[src/rtl/reciprocal_restore.sv]
// Restores an 11-bit magnitude from an 8-bit reciprocal code by computing
// floor(NUMER / code) with a bit-serial restoring divider, clamped to
// [VAL_MIN, VAL_MAX]. Saturated and out-of-range codes skip the divider.
//
// state | meaning
// IDLE  | waiting for in_valid; in_ready high
// DIV   | one restoring step per clock, NUMER_W steps total
// DONE  | result held on out_val/out_sat until out_ready
module reciprocal_restore #(
    parameter int NUMER    = 38250,
    parameter int NUMER_W  = 16,
    parameter int VAL_MIN  = 192,
    parameter int VAL_MAX  = 1250,
    parameter int CODE_MIN = 30,
    parameter int CODE_SAT = 255
) (
    input  logic        clk,
    input  logic        rst,
    input  logic [7:0]  in_code,
    input  logic        in_valid,
    output logic        in_ready,
    output logic [10:0] out_val,
    output logic        out_sat,
    output logic        out_valid,
    input  logic        out_ready,
    output logic        busy
);

    localparam int CNT_W = $clog2(NUMER_W);

    typedef enum logic [1:0] {IDLE, DIV, DONE} state_t;

    state_t               state;
    logic [7:0]           divisor;
    logic [NUMER_W-1:0]   quo;
    logic [8:0]           rem;
    logic [CNT_W-1:0]     count;

    logic [9:0]           rem_shift;
    logic [9:0]           rem_next;
    logic                 rem_ge;
    logic [NUMER_W-1:0]   quo_next;
    logic [10:0]          clamp_val;
    logic                 clamp_sat;

    // One restoring step plus the clamp applied to the resulting quotient.
    // The remainder stays below the divisor, so the 10-bit shift never overflows.
    always_comb begin
        rem_shift = {rem, quo[NUMER_W-1]};
        rem_ge    = (rem_shift >= {2'b00, divisor});
        rem_next  = rem_ge ? (rem_shift - {2'b00, divisor}) : rem_shift;
        quo_next  = {quo[NUMER_W-2:0], rem_ge};
        clamp_val = quo_next[10:0];
        clamp_sat = 1'b0;
        if (quo_next < NUMER_W'(VAL_MIN)) begin
            clamp_val = 11'(VAL_MIN);
            clamp_sat = 1'b1;
        end else if (quo_next > NUMER_W'(VAL_MAX)) begin
            clamp_val = 11'(VAL_MAX);
            clamp_sat = 1'b1;
        end
    end

    // Handshake flags are decoded straight from the state register.
    assign in_ready = (state == IDLE);
    assign busy     = (state != IDLE);

    // Sequencer: accept/bypass in IDLE, iterate in DIV, hold result in DONE.
    always_ff @(posedge clk or posedge rst) begin
        if (rst) begin
            state     <= IDLE;
            divisor   <= '0;
            quo       <= '0;
            rem       <= '0;
            count     <= '0;
            out_val   <= '0;
            out_sat   <= 1'b0;
            out_valid <= 1'b0;
        end else begin
            case (state)
                IDLE: begin
                    if (in_valid) begin
                        if (in_code == 8'(CODE_SAT)) begin
                            out_val   <= 11'(VAL_MIN);
                            out_sat   <= 1'b1;
                            out_valid <= 1'b1;
                            state     <= DONE;
                        end else if (in_code < 8'(CODE_MIN)) begin
                            // covers code 0 as well
                            out_val   <= 11'(VAL_MAX);
                            out_sat   <= 1'b1;
                            out_valid <= 1'b1;
                            state     <= DONE;
                        end else begin
                            divisor <= in_code;
                            quo     <= NUMER_W'(NUMER);
                            rem     <= '0;
                            count   <= CNT_W'(NUMER_W - 1);
                            state   <= DIV;
                        end
                    end
                end
                DIV: begin
                    rem   <= 9'(rem_next);
                    quo   <= quo_next;
                    count <= count - 1'b1;
                    if (count == '0) begin
                        out_val   <= clamp_val;
                        out_sat   <= clamp_sat;
                        out_valid <= 1'b1;
                        state     <= DONE;
                    end
                end
                DONE: begin
                    if (out_ready) begin
                        out_valid <= 1'b0;
                        state     <= IDLE;
                    end
                end
                default: state <= IDLE;
            endcase
        end
    end

endmodule

[config.mk]
export PLATFORM = sky130hd
export DESIGN_NAME = reciprocal_restore
export DESIGN_NICKNAME = d
export VERILOG_FILES = /design/src/rtl/reciprocal_restore.sv
export SDC_FILE = /design/constraint.sdc
export NUM_CORES = 1
export LEC_CHECK = 0
export CORE_MARGIN = 8
export CORE_UTILIZATION = 60
export DETAILED_ROUTE_END_ITERATION = 8
export GPL_TIMING_DRIVEN = 0
export PLACE_DENSITY = 0.87
export SYNTH_ARGS = -nofsm -noshare
export SYNTH_HDL_FRONTEND = slang
export SYNTH_SLANG_ARGS = --single-unit
[constraint.sdc]
create_clock -name clk -period 6.95 [get_ports clk]
set_clock_uncertainty 0.05 [all_clocks]
set_input_delay 1.39 -clock clk [delete_from_list [all_inputs] [get_ports clk]]
set_output_delay 1.39 -clock clk [all_outputs]
set_load 0.03 [all_outputs]
==> flow_metrics.tcl <==
set metrics [dict create \
    cts.htree.levels 2 \
    num_io_pins 27 \
    tritoncts "done" \
    slew_viol_final 0 \
    tns_ns 0 \
    fp.dieW_um 83.9 \
    final_min_period_over_clock_period_pct 49.2 \
    cp_class "reg -> out" \
    ant_nets 0 \
    mappedNetlistArea_um2 2760 \
    route.detailed.vias_per_inst 6.30 \
    synthTopCellsByArea "sky130_fd_sc_hd__dfrtp_1 (47%), sky130_fd_sc_hd__ha_1 (4.1%), sky130_fd_sc_hd__a21oi_1 (3.3%)" \
    synth_area_leader_cell "sky130_fd_sc_hd__dfrtp_1" \
    synthesis.area_per_instance_um2 10.2 \
    final_hold_viol_count 0 \
    dr_total_vias 2249 \
    cts.reportedPaths.clkPinSlew_ns 0.10 \
    post-place-ws_ns 3.35 \
    die_outline_height_um 83.9 \
    worst-endpoint-required_ns 5.51 \
    power.ir.vdd_worst_mv 0.418 \
    cts_inserted_buffers 5 \
    antenna_found_initial 0 \
    die_area_um2 7030 \
    route.detailed.wl_per_inst_um 18.4 \
    ctsRootBufferMaster "sky130_fd_sc_hd__clkbuf_8" \
    ctsLongestPathBuffers 2 \
    number_of_instances_in_the_synthesized_netlist 270 \
    placement_rows 24 \
    ff_latch_count_synth 52 \
    setup_violations 0 \
    number_of_enable_flip_flop_cells_after_synthesis 0 \
    timing.critical_path.from "state[0]$_DFFE_PP0P_" \
    power-per-cell-area_nw_per_um2 540 \
    synth.lib_cells_used.distinct 61 \
    hold_class "reg -> reg" \
    antenna-diode-count 0 \
    grt_pass1_vias 2295 \
    fmax_mhz 293 \
    clock_latency_of_the_later_clocked_register_in_the_worst_skew_pair_ns 0.31 \
    grtUsageTotal_pct 19.2 \
    synth_top_area_share_pct 47.1 \
    rr_startpoint "divisor[0]$_DFFE_PP0P_" \
    ys.warnings.count 0 \
    worstSetupStartpointType "flip-flop" \
    post_cts_resize_count 0 \
    drive_above_1_share_pct 12.1 \
    first_iter_violations 147 \
    least_setup_slack_across_all_paths_after_layout_ns 3.53 \
    placement.io_buffers 26 \
    grt_max_degree 34 \
    end_kind "primary output" \
    hold_path.startpoint "out_val[9]$_DFFE_PP0P_" \
    cellLeakagePower_uw 0.00136 \
    drt_wl_total_um 6570 \
    grt.overflow.total 0 \
    crit_path_max_incr_delay_ns 0.66 \
    path_cells "clkbuf_1 > or2_2 > inv_1 > clkdlybuf4s50_1" \
    postSynth.asyncResetShare_pct 100 \
    timing.reg2reg.setup_slack_ns 4.31 \
    detailedPlacementHpwl_um 4900 \
    r2r_cells 8 \
    regToRegEndpoint "rem[5]$_DFFE_PP0P_" \
    synth.net_count 292 \
    postCtsSetupBuffers 0 \
    drt-pass1-iter-count 4 \
    crit_end "in_ready" \
    critical_path_peak_fanout 10 \
    status "finished clean" \
    cts_num_sinks 52 \
    setup_repair_after_global_routing_missed_its_margin "no" \
    remaining_max_slew_budget_at_the_tightest_pin_pct 57.8 \
    layout.cells.most_common_list "sky130_fd_sc_hd__dfrtp_1 (52), sky130_fd_sc_hd__clkdlybuf4s50_1 (26), sky130_fd_sc_hd__nand2_1 (21), sky130_fd_sc_hd__a21oi_1 (18), sky130_fd_sc_hd__o21ai_0 (16)" \
    gp_congestion 0.866 \
    layout_commonest_cell "sky130_fd_sc_hd__dfrtp_1" \
    worst-endpoint-arrival_ns 1.98 \
    first_pass_grt_wire_length_um 11200 \
    final.min_clock_period_ns 3.42 \
    synth.yosys.seq_area_share_pct 47.1 \
    worst_path_max_delay_cell "sky130_fd_sc_hd__clkdlybuf4s50_1" \
    drcViolationCount 0 \
    worstMarginPinSlew_ns 0.628 \
    synth_ff_type "sky130_fd_sc_hd__dfrtp_1" \
    areaGrowthSynthToFinish_pct 16.9 \
    max-cap-violations 0 \
    initial_core_util_pct 63.0 \
    cts-hold-fix-buffers 0 \
    design.core.area_um2 4380 \
    finalNetCount 326 \
]
==> sequential cells by signal, summed over array words and instances (netlist names) <==
register and flops:
out_val 11, quo 16, rem 9, out_valid 1, out_sat 1, count 4, state 2, divisor 8
==> per-layer routing <==
metal	vias up	GRT usage [%]	part of all wire [%]
met5	-	0	0
met4	0	6.44	1.5
met3	10	4.88	6.6
met2	90	32.9	50
met1	1083	22.8	42
li1	1066	-	-
==> critical path, delay by kind of cell, from the launching register on <==
kind,cells,cell delay [ns]
buf+inv,3,0.90
simple gates,1,0.37
flops,1,0.39
==> power breakdown <==
| group | switching, µW | total (µW) | internal [µW] | leakage (µW) |
|---|---|---|---|---|
| clock | 107 | 225 | 118 | 0.0000614 |
| sequential | 110 | 544 | 433 | 0.000617 |
| combinational | 567 | 976 | 408 | 0.000685 |
==> cells by family (layout without fill, tap and decap cells) <==
kind of cell / count (synthesis) / count (layout) / share of synthesized area (%)
buf+inv: 26 / 61 / 4.17
simple gates: 86 / 86 / 17.0
compound gates: 84 / 84 / 22.4
mux: 9 / 9 / 3.62
flops: 52 / 52 / 47.1
xor+xnor: 3 / 3 / 0.951
fa+ha+maj: 10 / 10 / 4.80
==> cells in the mapped netlist, drive strengths merged, types with 7 or more instances <==
| cell type | instances |
|---|---|
| nor3 | 7 |
| nor2 | 17 |
| ha | 9 |
| o22a | 7 |
| o21ai | 18 |
| mux2 | 8 |
| a21oi | 18 |
| nand4 | 7 |
| inv | 16 |
| dfrtp | 52 |
| nand2b | 7 |
| nand2 | 22 |
==> stage by stage <==
step | instances | instance area (µm²) | power (µW) | hold slack (ns) | util (%)
2_1_floorplan | 270 | 2760 | 1240 | 0.427 | -
4_1_cts | 357 | 3230 | 1740 | 0.438 | 73.7
3_3_place_gp | 348 | 3090 | 1470 | 0.409 | 70.4
5_1_grt | 357 | 3230 | 1860 | 0.463 | 73.7
3_5_place_dp | 349 | 3110 | 1510 | 0.415 | 70.9
6_report | 357 | 3230 | 1740 | 0.433 | 73.7
==> area by class of cell <==
type                       instances  area, µm²
multi-input combinational        192       1350
sequential                        52       1300
fill                             330       1150
timing repair buffer              27        280
clock buffer                       6       82.6
tap                               52       65.1
inverter                          16       60.1
buffer                            10       55.1
clock inverter                     2       38.8
==> worst min-delay path by stage <==
stage / endpoint / slack (ns) / cells after the start
2_1_floorplan: rem[6]$_DFFE_PP0P_ / 0.43 / 2
6_report: out_val[9]$_DFFE_PP0P_ / 0.43 / 2
4_1_cts: out_val[9]$_DFFE_PP0P_ / 0.44 / 2
3_3_place_gp: out_val[9]$_DFFE_PP0P_ / 0.41 / 2
5_1_grt: out_val[0]$_DFFE_PP0P_ / 0.46 / 2
3_5_place_dp: out_val[9]$_DFFE_PP0P_ / 0.42 / 2
No activity file was read; power rests on OpenSTA's default activity.
